`config.mk`:
```
export PLATFORM = sky130hd
export DESIGN_NAME = fetch_unit
export DESIGN_NICKNAME = d
export VERILOG_FILES = /design/src/rtl/fetch_pkg.sv /design/src/rtl/branch_lut.sv /design/src/rtl/fetch_unit.sv
export SDC_FILE = /design/constraint.sdc
export NUM_CORES = 1
export LEC_CHECK = 0
export BUFFER_PORTS_ARGS = -buffer_cell sky130_fd_sc_hd__buf_2
export CELL_PAD_IN_SITES_DETAIL_PLACEMENT = 0
export CELL_PAD_IN_SITES_GLOBAL_PLACEMENT = 1
export CORE_MARGIN = 4
export CORE_UTILIZATION = 40
export CTS_BUF_LIST = sky130_fd_sc_hd__clkbuf_2
export CTS_CLUSTER_SIZE = 12
export DETAILED_ROUTE_END_ITERATION = 8
export PLACE_DENSITY = 0.71
export SETUP_SLACK_MARGIN = 0.3
export SLEW_MARGIN = 5
export SYNTH_ARGS = -nofsm -noshare
export SYNTH_HDL_FRONTEND = slang
export SYNTH_HIERARCHICAL = 1
export SYNTH_SLANG_ARGS = --single-unit
```
`constraint.sdc`:
```
create_clock -name clk -period 4.3 [get_ports clk]
set_clock_uncertainty 0.05 [all_clocks]
set_input_delay 0.215 -clock clk [delete_from_list [all_inputs] [get_ports clk]]
set_output_delay 0.215 -clock clk [all_outputs]
set_load 0.1 [all_outputs]
```
`src/rtl/fetch_pkg.sv`:
```
`default_nettype none
// ============================================================================
// Module      : fetch_pkg
// Description : Shared types and widths for the instruction-fetch stage.
// Revision    : 1.0  initial release
// ============================================================================
package fetch_pkg;

    localparam int LUT_IDX_W = 5;
    localparam int INSTR_W   = 9;
    localparam int CNT_W     = 16;

    typedef enum logic [1:0] {
        IDLE = 2'd0,
        FILL = 2'd1,
        RUN  = 2'd2,
        HALT = 2'd3
    } fetch_state_t;

    // Saturating increment for the performance counters.
    function automatic logic [CNT_W-1:0] sat_inc(input logic [CNT_W-1:0] v, input logic en);
        if (en && (v != {CNT_W{1'b1}})) begin
            return v + CNT_W'(1);
        end
        return v;
    endfunction

endpackage
`default_nettype wire

```
`src/rtl/branch_lut.sv`:
```
`default_nettype none
// ============================================================================
// Module      : branch_lut
// Description : Branch target table; one synchronous write port and one
//               asynchronous read port (a same-cycle write is not forwarded).
// Revision    : 1.0  initial release
// ============================================================================
module branch_lut #(
    parameter int DEPTH = 32,
    parameter int PC_W  = 10,
    parameter int IDX_W = 5
) (
    input  logic             clk,
    input  logic             i_wr_en,
    input  logic [IDX_W-1:0] i_wr_addr,
    input  logic [PC_W-1:0]  i_wr_data,
    input  logic [IDX_W-1:0] i_rd_addr,
    output logic [PC_W-1:0]  o_rd_data
);

    logic [PC_W-1:0] r_mem [DEPTH];

    // Contents deliberately have no reset: the table survives a fetch reset.
    always_ff @(posedge clk) begin
        if (i_wr_en) begin
            r_mem[i_wr_addr] <= i_wr_data;
        end
    end

    assign o_rd_data = r_mem[i_rd_addr];

endmodule
`default_nettype wire

```
`src/rtl/fetch_unit.sv`:
```
`default_nettype none
// ============================================================================
// Module      : fetch_unit
// Description : Program counter, ROM addressing and branch resolution for one
//               program run (start pulse to done). Optional counters are
//               enabled with the FETCH_PERF_EN macro.
// Revision    : 1.0  initial release
// ============================================================================
module fetch_unit
    import fetch_pkg::*;
#(
    parameter int PC_W      = 10,
    parameter int LUT_DEPTH = 32
) (
    input  logic                 clk,
    input  logic                 reset,
    input  logic                 start,
    input  logic [PC_W-1:0]      end_pc,
    input  logic                 branch_en,
    input  logic [LUT_IDX_W-1:0] lut_index,
    input  logic                 lut_wr_en,
    input  logic [LUT_IDX_W-1:0] lut_wr_addr,
    input  logic [PC_W-1:0]      lut_wr_data,
    output logic [PC_W-1:0]      imem_addr,
    input  logic [INSTR_W-1:0]   imem_data,
    output logic [INSTR_W-1:0]   instr,
    output logic                 instr_valid,
    output logic [PC_W-1:0]      pc,
    output logic                 done
`ifdef FETCH_PERF_EN
    ,
    output logic [CNT_W-1:0]     instr_count,
    output logic [CNT_W-1:0]     taken_count
`endif
);

    fetch_state_t    r_state;
    fetch_state_t    w_state_next;
    logic [PC_W-1:0] r_pc;
    logic [PC_W-1:0] w_pc_next;
    logic [PC_W-1:0] w_pc_inc;
    logic [PC_W-1:0] w_lut_target;
    logic [PC_W-1:0] w_addr;
    logic            r_done;
    logic            w_done_next;
    logic            w_valid;
    logic            w_at_end;
    logic            w_start_accept;

    branch_lut #(
        .DEPTH (LUT_DEPTH),
        .PC_W  (PC_W),
        .IDX_W (LUT_IDX_W)
    ) u_branch_lut (
        .clk       (clk),
        .i_wr_en   (lut_wr_en),
        .i_wr_addr (lut_wr_addr),
        .i_wr_data (lut_wr_data),
        .i_rd_addr (lut_index),
        .o_rd_data (w_lut_target)
    );

    assign w_pc_inc = r_pc + PC_W'(1);
    assign w_at_end = (r_pc == end_pc);

    always_comb begin
        w_state_next   = r_state;
        w_pc_next      = r_pc;
        w_done_next    = r_done;
        w_valid        = 1'b0;
        w_addr         = '0;
        w_start_accept = 1'b0;
        case (r_state)
            IDLE: begin
                if (start) begin
                    w_state_next   = FILL;
                    w_pc_next      = '0;
                    w_start_accept = 1'b1;
                end
            end
            FILL: begin
                w_state_next = RUN;
            end
            RUN: begin
                if (w_at_end) begin
                    // The word at end_pc is fetched but never issued.
                    w_state_next = HALT;
                    w_done_next  = 1'b1;
                    w_addr       = r_pc;
                end else begin
                    w_valid   = 1'b1;
                    w_pc_next = branch_en ? w_lut_target : w_pc_inc;
                    w_addr    = w_pc_next;
                end
            end
            HALT: begin
                if (start) begin
                    w_state_next   = FILL;
                    w_pc_next      = '0;
                    w_done_next    = 1'b0;
                    w_start_accept = 1'b1;
                end
            end
            default: begin
                w_state_next = IDLE;
                w_pc_next    = '0;
                w_done_next  = 1'b0;
            end
        endcase
    end

    always_ff @(posedge clk) begin
        if (reset) begin
            r_state <= IDLE;
            r_pc    <= '0;
            r_done  <= 1'b0;
        end else begin
            r_state <= w_state_next;
            r_pc    <= w_pc_next;
            r_done  <= w_done_next;
        end
    end

    assign imem_addr   = w_addr;
    assign instr       = imem_data;
    assign instr_valid = w_valid;
    assign pc          = r_pc;
    assign done        = r_done;

`ifdef FETCH_PERF_EN
    logic [CNT_W-1:0] r_instr_count;
    logic [CNT_W-1:0] r_taken_count;

    always_ff @(posedge clk) begin
        if (reset || w_start_accept) begin
            r_instr_count <= '0;
            r_taken_count <= '0;
        end else begin
            r_instr_count <= sat_inc(r_instr_count, w_valid);
            r_taken_count <= sat_inc(r_taken_count, w_valid && branch_en);
        end
    end

    assign instr_count = r_instr_count;
    assign taken_count = r_taken_count;
`endif

endmodule
`default_nettype wire

```
==> results.md <==
- Clk Latency, worst-skew pair: 0.92 ns
- P&R area growth vs syn: 10.35%
- Max-Slew Margin vs Limit: 15.92%
- Filler Cells Inserted: 3,135
- CTS tree: yes
- Row cnt: 68
- VDD IR max: 0.0001984 V
- Required @ worst endpoint: 4.03 ns
- Vias in the first global route: 8,156
- Global Route Usage Sum: 16.50%
- Routed WL per cell: 20.88 um
- Finished Layout Cells: 1,507
- Die Height: 195.3 um
- Post-CTS Resized: 0
- Crit Path Class: register to primary output
- Flops & latches, synth: 333
- First-pass GRT wire length: 48,390 um
- Worst Max-Slew Pin Slew: 1.257 ns
- Critical Path Sink Type: primary output
- Max-cap check violation count: 0
- Buffers on Ports: 56
- Min cycle time layout: 3.374 ns
- Number of antenna violations at the first check in global routing: 1
- Critical Path Slowest Stage Cell: dfxtp_1
- Switching pwr: 1.809 mW
- H-tree depth: 3
- DR vias: 7,989
- Reg-to-reg setup timing slack: 1.85 ns
- Reg clk slew, reported paths: 0.09 ns
- Sequential fraction of the synthesis area: 70.36%
- Syn Std Cell Area: 0.01403 mm2
- Worst-path cell chain: xor2_1 > nor4_4 > nand3_4 > a211oi_2 > buf_2
- WP data arrival: 3.11 ns
- CTS Buffer Depth: 3
- Post-Place Cells: 1,339
- Final ANT Viol Nets: 0
- Clk sinks: 333
- Die width: 195.3 um
- Ys Warns: 6
- Io pins: 75
- Placer Congestion: 0.7799
- Unrepaired setup endpoints after global routing: no
- DR DRC count: 0
- Multi-input logic area: 0.003665 mm2
- Synth unique cells: 52
- Internal: 4.587 mW
- Seq. cell area: 0.009869 mm2
- Sw frac: 28.29%
- Synth Area per Inst: 16.05 um2
- Final setup vio count: 0
- Hold WC Path Type: input port to register
- Power per Cell Area: 413.2 mW/mm2
- Die area: 0.03813 mm2
- Status: finished clean
- Post-CTS setup buffer count: 0
- Combinational fraction of design power: 12.2%
- Syn Inst Count: 874
- CTS Buf Count: 85
- Seq pwr share: 56.9%
- Tot Pwr: 6.396 mW
- Nets: 1,041
- Fmax: 296.4 MHz
- Clk pwr share: 30.9%
- Core footprint: 0.03454 mm2
- Post-synthesis net count: 922
- Setup TNS: 0 ns
- Period utilization: 78.46%
- DRT iter0 DRCs: 462
- Grt ovf: 0
- Worst-path fanout max: 19
- Largest net degree at the start of global routing: 65
- CTS Root Cell: clkbuf_2
- Final hold violations: 0
- Layout cell share with drive strength beyond 1: 21.22%
- Slowest stage delay, CP: 0.60 ns
- Post-Route WL: 31,460 um
- Static Leakage: 5.646 nW
- Via/cell ratio: 5.301
- First-pass iteration count of the detailed router: 5
- Dpl hpwl: 18,660 um
- Fin. max-slew vios: 0
- Initial Util: 40.61%
- Critical Path Start Type: register
## synthesized netlist by cell type (all sizes together)
| library cell | number | area [um2] |
|---|---|---|
| a22o | 25 | 219.0 |
| dfxtp | 13 | 260.3 |
| mux2i | 167 | 1672 |
| a22oi | 41 | 307.8 |
| nor2b | 5 | 38.78 |
| o2111ai | 1 | 8.760 |
| and4 | 1 | 8.760 |
| buf | 49 | 449.2 |
| or4 | 1 | 7.510 |
| nand3 | 30 | 162.7 |
| nor4 | 2 | 42.54 |
| a31o | 1 | 8.760 |
| inv | 6 | 22.52 |
| clkinv | 1 | 3.750 |
| or3b | 3 | 26.28 |
| o211ai | 1 | 7.510 |
| edfxtp | 320 | 9609 |
| a311oi | 1 | 8.760 |
| a32o | 1 | 10.01 |
| xnor2 | 4 | 35.03 |
| o31a | 1 | 8.760 |
| nand2b | 7 | 43.79 |
| nor3 | 12 | 105.1 |
| o21a | 1 | 7.510 |
| ha | 4 | 50.05 |
| o2bb2ai | 4 | 35.03 |
| a211oi | 1 | 7.510 |
| nand4 | 14 | 87.58 |
| nand2 | 33 | 123.9 |
| a211o | 2 | 17.52 |
| o21ai | 8 | 40.04 |
| a21oi | 23 | 115.1 |
| and2 | 1 | 6.260 |
| clkbuf | 12 | 45.04 |
| or3 | 1 | 6.260 |
| xor2 | 12 | 105.1 |
| and3 | 1 | 6.260 |
| or2 | 1 | 6.260 |
| a31oi | 10 | 62.56 |
| nor2 | 45 | 168.9 |
| nand3b | 5 | 37.54 |
| o22ai | 3 | 32.53 |
## logic make-up (layout without fill, tap and decap cells)
family	after synthesis	in the layout	synth area share, %
AOI/OAI and AO/OA	124	124	6.396
and+or+nand+nor	162	162	6.262
DFF	333	333	70.36
xor gates and xnor gates	16	16	0.9990
buffers and inverters	68	245	3.711
other	0	1	0
adders and majority gates	4	4	0.3568
muxes	167	167	11.92
## cell usage in the layout, fill, tap and decap left out, drive strengths merged, types with 7 or more instances in the layout
| cell type | instances |
|---|---|
| o21ai | 8 |
| nor2 | 45 |
| a21oi | 23 |
| mux2i | 167 |
| xor2 | 12 |
| nand4 | 14 |
| edfxtp | 320 |
| nand3 | 30 |
| a22oi | 41 |
| clkinv | 19 |
| buf | 70 |
| dlygate4sd3 | 22 |
| nand2 | 33 |
| dfxtp | 13 |
| a31oi | 10 |
| inv | 9 |
| nand2b | 7 |
| a22o | 25 |
| nor3 | 12 |
| clkbuf | 123 |
## stage by stage
stage	hold WS, ns	area [um2]	utilization (%)	setup WS (ns)
finish	0.09187	15480	44.81	0.9262
global route	0.09580	15480	44.81	0.6746
CTS	0.01392	15480	44.80	0.7992
detailed placement	0.3807	14540	42.10	1.176
global placement	0.3807	14540	42.10	1.163
floorplan	0.2639	14030	-	0.4708
## worst paths after layout
kind,start,cells after the start,end
worst max-delay path,pc[0],5,imem_addr[1]
worst min-delay path,end_pc[5],6,pc[0]
worst max register to register,r_state[1],7,r_state[1]
worst min register to register,done,2,done
## state kept, by name (all words and copies together) (netlist names)
name and count:
done 1, u_branch_lut/r_mem 320, pc 10, r_state 2
## per-layer routing
layer | track usage (%) | part of all wire [%] | vias up
met5 | 0 | 0 | -
li1 | - | - | 3704
met3 | 3.416 | 5.3 | 49
met1 | 22.35 | 45 | 3996
met4 | 6.051 | 2.1 | 0
met2 | 26.53 | 48 | 240
## critical path: cells and delay by family, from the launching register on
kind                      cells  cell delay, ns
buffers and inverters         1            0.48
AOI/OAI and AO/OA             1            0.28
xor gates and xnor gates      1            0.17
DFF                           1            0.60
and+or+nand+nor               2            0.69
## layout make-up
cell class                 count  area share (%)
clock inverter                23          0.6548
tap                          455           3.678
timing repair buffer          93           4.098
antenna                        1         0.01617
sequential                   333           63.76
clock buffer                 122           3.945
inverter                       7          0.1698
multi-input combinational    473           23.68
## power by group through the flow
stage                     Sequential (mW)  Combinational, mW  Clock, mW
after global placement               3.71              0.755          0
after detailed placement             3.71              0.761          0
final                                3.64              0.781       1.98
after global routing                 3.64              0.843       2.24
after CTS                            3.64              0.790       2.06
after floorplan                      3.74              0.569          0
## what timing repair did
action	CTS	global route
hold buffers	22	0
endpoints found under the setup margin	0	0
hold endpoints to repair	469	0
Power figures use the tool's default switching activity.
